**config.mk**
```make
export PLATFORM = sky130hd
export DESIGN_NAME = ppu_tile_converter
export DESIGN_NICKNAME = d
export VERILOG_FILES = /design/src/rtl/ppu_conv_pkg.sv /design/src/rtl/ppu_plane_transpose.sv /design/src/rtl/ppu_tile_converter.sv
export SDC_FILE = /design/constraint.sdc
export NUM_CORES = 1
export LEC_CHECK = 0
export CORE_AREA = 5 5 189 191
export CTS_BUF_LIST = sky130_fd_sc_hd__clkbuf_4 sky130_fd_sc_hd__clkbuf_8 sky130_fd_sc_hd__clkbuf_16
export CTS_CLUSTER_SIZE = 30
export DETAILED_ROUTE_END_ITERATION = 6
export DIE_AREA = 0 0 194 196
export PLACE_DENSITY = 0.7
export SYNTH_ARGS = -nofsm -noshare
export SYNTH_HDL_FRONTEND = slang
export SYNTH_HIERARCHICAL = 1
export SYNTH_SLANG_ARGS = --single-unit
```
**constraint.sdc**
```tcl
create_clock -name clock -period 7.25 [get_ports clock]
set_input_delay 2.175 -clock clock [delete_from_list [all_inputs] [get_ports clock]]
set_output_delay 2.175 -clock clock [all_outputs]
set_load 0.005 [all_outputs]
```
**src/rtl/ppu_conv_pkg.sv**
```systemverilog
// Shared types and helpers for the PPU tile converter family.
// Holds the FSM state encoding, bpp mode encodings and per-depth helper functions.
package ppu_conv_pkg;

  localparam int STRIP_PIXELS = 8;

  typedef enum logic [2:0] {
    S_IDLE      = 3'd0,
    S_READ_REQ  = 3'd1,
    S_READ_WAIT = 3'd2,
    S_SHIFT     = 3'd3,
    S_CONVERT   = 3'd4,
    S_WRITE     = 3'd5,
    S_DONE      = 3'd6
  } convState_t;

  typedef enum logic [1:0] {
    BPP_2     = 2'd0,
    BPP_4     = 2'd1,
    BPP_8     = 2'd2,
    BPP_8_ALT = 2'd3
  } bppMode_t;

  // log2 of the bytes occupied by one tile: 16/32/64 bytes
  function automatic logic [2:0] bpp_shift(input bppMode_t mode);
    case (mode)
      BPP_2:   return 3'd4;
      BPP_4:   return 3'd5;
      default: return 3'd6;
    endcase
  endfunction

  function automatic logic [3:0] bpp_planes(input bppMode_t mode);
    case (mode)
      BPP_2:   return 4'd2;
      BPP_4:   return 4'd4;
      default: return 4'd8;
    endcase
  endfunction

  function automatic logic [7:0] bpp_mask(input bppMode_t mode);
    case (mode)
      BPP_2:   return 8'h03;
      BPP_4:   return 8'h0F;
      default: return 8'hFF;
    endcase
  endfunction

endpackage

```
**src/rtl/ppu_plane_transpose.sv**
```systemverilog
// Combinational 8x8 bit transpose: pixel i of the strip becomes bit (7-i) of every plane byte.
module ppu_plane_transpose (
  input  logic [7:0][7:0] pixels,
  output logic [7:0][7:0] planes
);

  for (genvar p = 0; p < 8; p++) begin : gPlane
    for (genvar i = 0; i < 8; i++) begin : gPixel
      assign planes[p][7-i] = pixels[i][p];
    end
  end

endmodule

```
**src/rtl/ppu_tile_converter.sv**
```systemverilog
// Linear 16-bit framebuffer to SNES bitplane tile converter (2/4/8 bpp, runtime selected).
// Optional diagnostics counters on the debug port are enabled by defining SRT_PPU_CONV_DEBUG_EN.
module ppu_tile_converter
  import ppu_conv_pkg::*;
#(
  parameter int TILES_X        = 25,
  parameter int TILES_Y        = 20,
  parameter int ADDR_W         = 15,
  parameter int SRC_LATENCY    = 1,
  parameter int PALETTE_BYPASS = 0
) (
  input  logic              clock,
  input  logic              reset_n,
  input  logic              start_tick,
  input  logic [1:0]        bpp_mode,
  input  logic [ADDR_W-1:0] src_base,
  input  logic [ADDR_W-1:0] dst_base,
  output logic              active,
  output logic              done_tick,
  output logic [ADDR_W-1:0] in_read_addr,
  output logic              in_read_req,
  input  logic              in_read_ok,
  input  logic [15:0]       in_read_data,
  output logic [ADDR_W-1:0] out_write_addr,
  output logic              out_write_en,
  input  logic              out_write_ready,
  output logic [7:0]        out_write_data,
  output logic [63:0]       debug
);

  localparam int WAIT_CYC = SRC_LATENCY + ((PALETTE_BYPASS != 0) ? 0 : 1);

  convState_t        state, nextState;
  bppMode_t          bppSel;
  logic [ADDR_W-1:0] srcBaseReg, dstBaseReg, pixCount, wrAddr;
  logic [2:0]        pixInStrip, lineY, plane;
  logic [15:0]       tileIdx, rowStart, tileX, tileY;
  logic [7:0]        waitCnt, idxReg, paletteIdx;
  logic [7:0][7:0]   strip, planesReg, transposed;
  logic              waitDone, lastPlane, lastStrip;

  // Palette lookup: bypass takes the low byte, otherwise a registered RGB555 -> luma index ROM
  if (PALETTE_BYPASS != 0) begin : gBypass
    assign paletteIdx = in_read_data[7:0];
  end else begin : gRom
    logic [7:0] romIdx;
    always_ff @(posedge clock or negedge reset_n) begin
      if (!reset_n) begin
        romIdx <= '0;
      end else begin
        romIdx <= in_read_data[15] ? 8'h00 :
                  8'((13'(in_read_data[14:10]) * 13'd77 +
                      13'(in_read_data[9:5])   * 13'd150 +
                      13'(in_read_data[4:0])   * 13'd29) >> 5);
      end
    end
    assign paletteIdx = romIdx;
  end

  ppu_plane_transpose uTranspose (
    .pixels (strip),
    .planes (transposed)
  );

  assign waitDone  = (waitCnt == 8'(WAIT_CYC - 1));
  assign lastPlane = (plane == 3'(bpp_planes(bppSel) - 4'd1));
  assign lastStrip = (tileX == 16'(TILES_X - 1)) && (lineY == 3'd7) &&
                     (tileY == 16'(TILES_Y - 1));
  assign wrAddr    = dstBaseReg
                   + ADDR_W'({16'd0, tileIdx} << bpp_shift(bppSel))
                   + ADDR_W'({plane[2:1], 4'b0000})
                   + ADDR_W'({lineY, 1'b0})
                   + ADDR_W'(plane[0]);

  always_ff @(posedge clock or negedge reset_n) begin
    if (!reset_n) begin
      state      <= S_IDLE;
      bppSel     <= BPP_2;
      srcBaseReg <= '0;
      dstBaseReg <= '0;
      pixCount   <= '0;
      pixInStrip <= '0;
      lineY      <= '0;
      plane      <= '0;
      tileIdx    <= '0;
      rowStart   <= '0;
      tileX      <= '0;
      tileY      <= '0;
      waitCnt    <= '0;
      idxReg     <= '0;
      strip      <= '0;
      planesReg  <= '0;
    end else begin
      state <= nextState;
      case (state)
        S_IDLE: begin
          if (start_tick) begin
            bppSel     <= (bpp_mode == 2'd3) ? BPP_8 : bppMode_t'(bpp_mode);
            srcBaseReg <= src_base;
            dstBaseReg <= dst_base;
            pixCount   <= '0;
            pixInStrip <= '0;
            lineY      <= '0;
            plane      <= '0;
            tileIdx    <= '0;
            rowStart   <= '0;
            tileX      <= '0;
            tileY      <= '0;
          end
        end
        S_READ_REQ: begin
          if (in_read_ok) begin
            waitCnt  <= '0;
            pixCount <= pixCount + 1'b1;
          end
        end
        S_READ_WAIT: begin
          waitCnt <= waitCnt + 8'd1;
          if (waitDone) idxReg <= paletteIdx & bpp_mask(bppSel);
        end
        S_SHIFT: begin
          // Newest pixel enters at the top so the first-read pixel ends in slot 0
          strip      <= {idxReg, strip[7:1]};
          pixInStrip <= pixInStrip + 3'd1;
        end
        S_CONVERT: begin
          planesReg <= transposed;
          plane     <= '0;
        end
        S_WRITE: begin
          if (out_write_ready) begin
            if (!lastPlane) begin
              plane <= plane + 3'd1;
            end else begin
              plane <= '0;
              if (tileX != 16'(TILES_X - 1)) begin
                tileX   <= tileX + 16'd1;
                tileIdx <= tileIdx + 16'd1;
              end else if (lineY != 3'd7) begin
                tileX   <= '0;
                lineY   <= lineY + 3'd1;
                tileIdx <= rowStart;
              end else begin
                tileX    <= '0;
                lineY    <= '0;
                tileY    <= tileY + 16'd1;
                rowStart <= rowStart + 16'(TILES_X);
                tileIdx  <= rowStart + 16'(TILES_X);
              end
            end
          end
        end
        default: ;
      endcase
    end
  end

  always_comb begin
    nextState      = state;
    active         = (state != S_IDLE);
    done_tick      = (state == S_DONE);
    in_read_req    = 1'b0;
    in_read_addr   = '0;
    out_write_en   = 1'b0;
    out_write_addr = '0;
    out_write_data = '0;
    case (state)
      S_IDLE:      if (start_tick) nextState = S_READ_REQ;
      S_READ_REQ: begin
        in_read_req  = 1'b1;
        in_read_addr = srcBaseReg + pixCount;
        if (in_read_ok) nextState = S_READ_WAIT;
      end
      S_READ_WAIT: if (waitDone) nextState = S_SHIFT;
      S_SHIFT:     nextState = (pixInStrip == 3'(STRIP_PIXELS - 1)) ? S_CONVERT : S_READ_REQ;
      S_CONVERT:   nextState = S_WRITE;
      S_WRITE: begin
        out_write_en   = 1'b1;
        out_write_addr = wrAddr;
        out_write_data = planesReg[plane];
        if (out_write_ready && lastPlane) nextState = lastStrip ? S_DONE : S_READ_REQ;
      end
      S_DONE:      nextState = S_IDLE;
      default:     nextState = S_IDLE;
    endcase
  end

`ifdef SRT_PPU_CONV_DEBUG_EN
  logic [15:0] framesDone, readCount, stallCount;

  // Read and stall counts restart with each frame; frames_done persists until reset
  always_ff @(posedge clock or negedge reset_n) begin
    if (!reset_n) begin
      framesDone <= '0;
      readCount  <= '0;
      stallCount <= '0;
    end else begin
      if (state == S_DONE) framesDone <= framesDone + 16'd1;
      if (state == S_IDLE && start_tick) begin
        readCount  <= '0;
        stallCount <= '0;
      end else begin
        if (state == S_READ_REQ && in_read_ok) readCount <= readCount + 16'd1;
        if (state == S_WRITE && !out_write_ready && stallCount != 16'hFFFF)
          stallCount <= stallCount + 16'd1;
      end
    end
  end

  assign debug = {8'(state), (state == S_IDLE) ? 8'd0 : 8'(bpp_planes(bppSel)),
                  framesDone, readCount, stallCount};
`else
  assign debug = '0;
`endif

endmodule

```
==> metrics list <==
- Of the synthesized area, sequential elements account for 0.399.
- The most common cell in the synthesized netlist is nand2_1.
* Global-route wire length before repair: 58700 um
- Max Buffers Root-to-Sink: 3
- Dividing the final minimum period by the clock period gives 0.937.
* Most frequent cell on the critical path: fa_1
- A synthesized cell averages 9.56 um^2.
- The tightest hold path in the finished design has a slack of 0.466 ns.
* Total wirelength of the detailed-routed design: 34700 um
* Sum of net half-perimeters after detailed placement: 24600 um
* Area of the die: 0.0380 mm^2
- Synth Warn #: 6
* Top area cells in the synthesized netlist: dfrtp_1 (40%), nand2_1 (8.6%), ha_1 (7.9%), buf_4 (5.8%), mux2_2 (4.7%)
- Worst Min Path Start: idxReg[1]
- The highest metal layer carrying signal wires in the routed design is met4.
- Along the worst path, the maximum fanout reaches 4.
- Data on the critical path is required at its endpoint by 7.66 ns.
- Synthesis inferred 265 register bits.
- Synthesis handed over a netlist of 1740 instances.
* Result of the run: completed
- Routed wire length per instance: 15.6 um
- Total iterations of the first detailed-routing run: 5
- Yosys mapped a number of flops with a built-in enable equal to 0.
- Util after Layout: 0.537
- For this design the static power due to leakage is 8.94 nW.
- The initial utilization of the core area, before any placement, comes to 0.490.
- The largest single stage delay on the critical path is 0.50 ns.
* Top cell family by delay on the critical path: adder cells
- Leading post-synthesis cells by instance count: nand2_1 (380), dfrtp_1 (265), buf_4 (128), ha_1 (105), nor2_1 (95)
- Slew at the pin with the worst max-slew slack: 1.05 ns
* Placer's final routability congestion estimate: 0.879
- The clock reaches the later pin of the worst-skew pair after 0.53 ns.
- I/O pin total: 159
- Number of global-route vias before repair: 11891
* Residual DRC: 0
- IR analysis of the VDD net gives a maximum drop of 0.192 mV.
- Reg-to-reg startpoint: bppSel[0]
- STA puts the critical path data arrival time at 7.20 ns.
- Relative area change from synthesis to final layout: 9.60%
- The min-delay analysis places its worst path in the category reg2reg.
* Min Tclk post-route: 6.80 ns
* Largest net degree at the start of global routing: 189
- The die is 194 um wide.
* Power per Cell Area: 303 mW/mm^2
* Via count: 11866
- The count of nets left with antenna violations once routing finished came out at 0.
- Endpoints failing setup: 0
- Unique masters post-synth: 79
- Number of buffers inserted by port buffering: 94
- The root buffer cell chosen for the clock tree is clkbuf_16.
- Among all stages on the critical path, the largest delay is contributed by fa_1.
- Once the clock tree was built, the setup fixing pass inserted 0 buffers.
- Clock tree sinks: 265
- Of the cells placed in the final design, the portion with a size suffix greater than 1 is 0.101.
- The design draws 0.00552 W.
* Gates resized, CTS repair: 0
* Setup crit start: in_read_data[8]
- Crit Path Category: in2reg
- The number of antenna diodes in the final layout is 0.
- In this run, CTS created clock tree buffers numbering 26.
- The signal on the critical path passes through clkdlybuf4s50_1, ha_1, fa_1, ha_1, nand3b_1, nand2b_1, xor2_1, fa_1, fa_1, fa_1, ha_1, o21a_1, nor2_1, a31oi_1, a21o_1, a21oi_1, mux2_2.
* Global-route usage over all layers: 0.179
* Max H-tree Level: 1
- Post-Route M1 WL: 15500 um
- DR iter-0 viols: 680
* Row count: 68
- DR WL met2: 17300 um
* Final #Nets: 1940
- TritonCTS built the clock tree.
- In the detailed route, the total length drawn on met3 is 1290 um.
* Via-per-instance ratio: 5.34
* Main synth FF type: dfrtp_1
- Total of max-cap violations: 0
- The total count of max-transition violations in the final report came to 0.
- Buffer and inverter count on the worst path: 1
- The share of synthesized area in the top cell type comes to 0.399.
- Synth Cell Area: 0.0166 mm^2
- RSZ-0062 raised after global routing: no
* # hold bufs at CTS: 0
- Critical path startpoint category: input pin
- Worst relative slew slack: 0.299
* Hold violation total from the final report: 0
- Share of synthesized registers carrying an async set or reset: 1.00
* Die height: 196 um
* Highest Clock Rate: 0.147 GHz
- Core Footprint: 0.0339 mm^2
- The number of antenna violations at the first check in global routing is 0.
- Reg clk slew, reported paths: 0.06 ns
- Summed over all layers, the global routing overflow is 0.
* Final worst clock skew: 0.0123 ns
- Top cell type by total area after synthesis: dfrtp_1
* CP endpoint kind: register
[layout by cell type, fill, tap and decap left out, types with 21 or more instances in the layout]
cell type,netlist,routed
o21ai_0,83,83
nor2_1,95,94
xnor2_1,31,31
inv_1,84,84
a21oi_1,43,43
fa_1,35,35
mux2i_1,26,26
mux2_2,70,70
clkdlybuf4s50_1,0,93
nand2_1,380,380
clkbuf_16,0,27
dfrtp_1,265,265
xor2_1,25,25
conb_1,1,64
nor3_1,21,21
ha_1,105,105
nand3_1,34,34
[metrics by stage]
step | std cells | instance area (um^2) | TNS (ns) | worst slack [ns]
6_report | 2222 | 18200 | 0 | 0.453
5_1_grt | 2222 | 18200 | 0 | 0.240
4_1_cts | 2222 | 18200 | 0 | 0.458
3_5_place_dp | 2174 | 17300 | -0.0897 | -0.0850
3_3_place_gp | 2174 | 17300 | 0 | 0.0521
2_1_floorplan | 1803 | 16900 | 0 | 0.721
[sequential cells by signal, summed over array words and instances (netlist names)]
| name | count |
|---|---|
| pixInStrip | 3 |
| plane | 3 |
| srcBaseReg | 15 |
| planesReg | 64 |
| state | 3 |
| gRom.romIdx | 8 |
| tileY | 16 |
| strip | 64 |
| bppSel | 2 |
| tileIdx | 11 |
| lineY | 3 |
| dstBaseReg | 15 |
| idxReg | 8 |
| waitCnt | 8 |
| pixCount | 15 |
| tileX | 16 |
| rowStart | 11 |
[per-layer routing]
| metal | track usage | vias to the layer above |
|---|---|---|
| li1 | - | 5761 |
| met1 | 0.241 | 5845 |
| met2 | 0.316 | 222 |
| met3 | 0.0210 | 38 |
| met4 | 0.0372 | 0 |
| met5 | 0 | - |
[cell type report]
type	count	area, um^2
sequential	265	6630
clock inverter	10	134
clock buffer	38	796
inverter	85	319
timing repair buffer	110	1080
fill	2960	15700
multi-input combinational	1259	8700
tap	455	569
[tightest hold or removal path, stage by stage (launching register included)]
cell	delay, ns
dfrtp_1	0.34
nand2_1	0.05
nand2_1	0.05
[power breakdown]
| part | internal [W] | switching (W) | leakage, nW | total (W) |
|---|---|---|---|---|
| clock | 0.000869 | 0.000567 | 0.461 | 0.00144 |
| combinational | 0.000869 | 0.00122 | 4.86 | 0.00209 |
| sequential | 0.00177 | 0.000233 | 3.62 | 0.00200 |
| total | 0.00351 | 0.00202 | 8.94 | 0.00552 |
[logic make-up (layout without fill, tap and decap cells)]
group / Yosys count / in the layout / synth area share
and+or+nand+nor: 649 / 649 / 0.177
DFF: 265 / 265 / 0.399
muxes: 113 / 113 / 0.0860
AOI/OAI and AO/OA: 236 / 236 / 0.0925
other: 1 / 64 / 0.000225
buffers and inverters: 279 / 243 / 0.0936
adders and majority gates: 140 / 140 / 0.121
xor gates and xnor gates: 57 / 57 / 0.0308
[worst paths after layout]
check / to / slack [ns] / depth (start not counted)
worst min-delay path: strip[57] / 0.47 / 2
worst max-delay path: gRom.romIdx[5] / 0.45 / 17
max in group asynchronous: srcBaseReg[9] / 4.21 / 2
worst min register to register: strip[57] / 0.47 / 2
worst max register to register: tileY[5] / 4.13 / 8
min in group asynchronous: planesReg[31] / 1.61 / 1
Note: power is estimated with default switching activity, not from simulation.
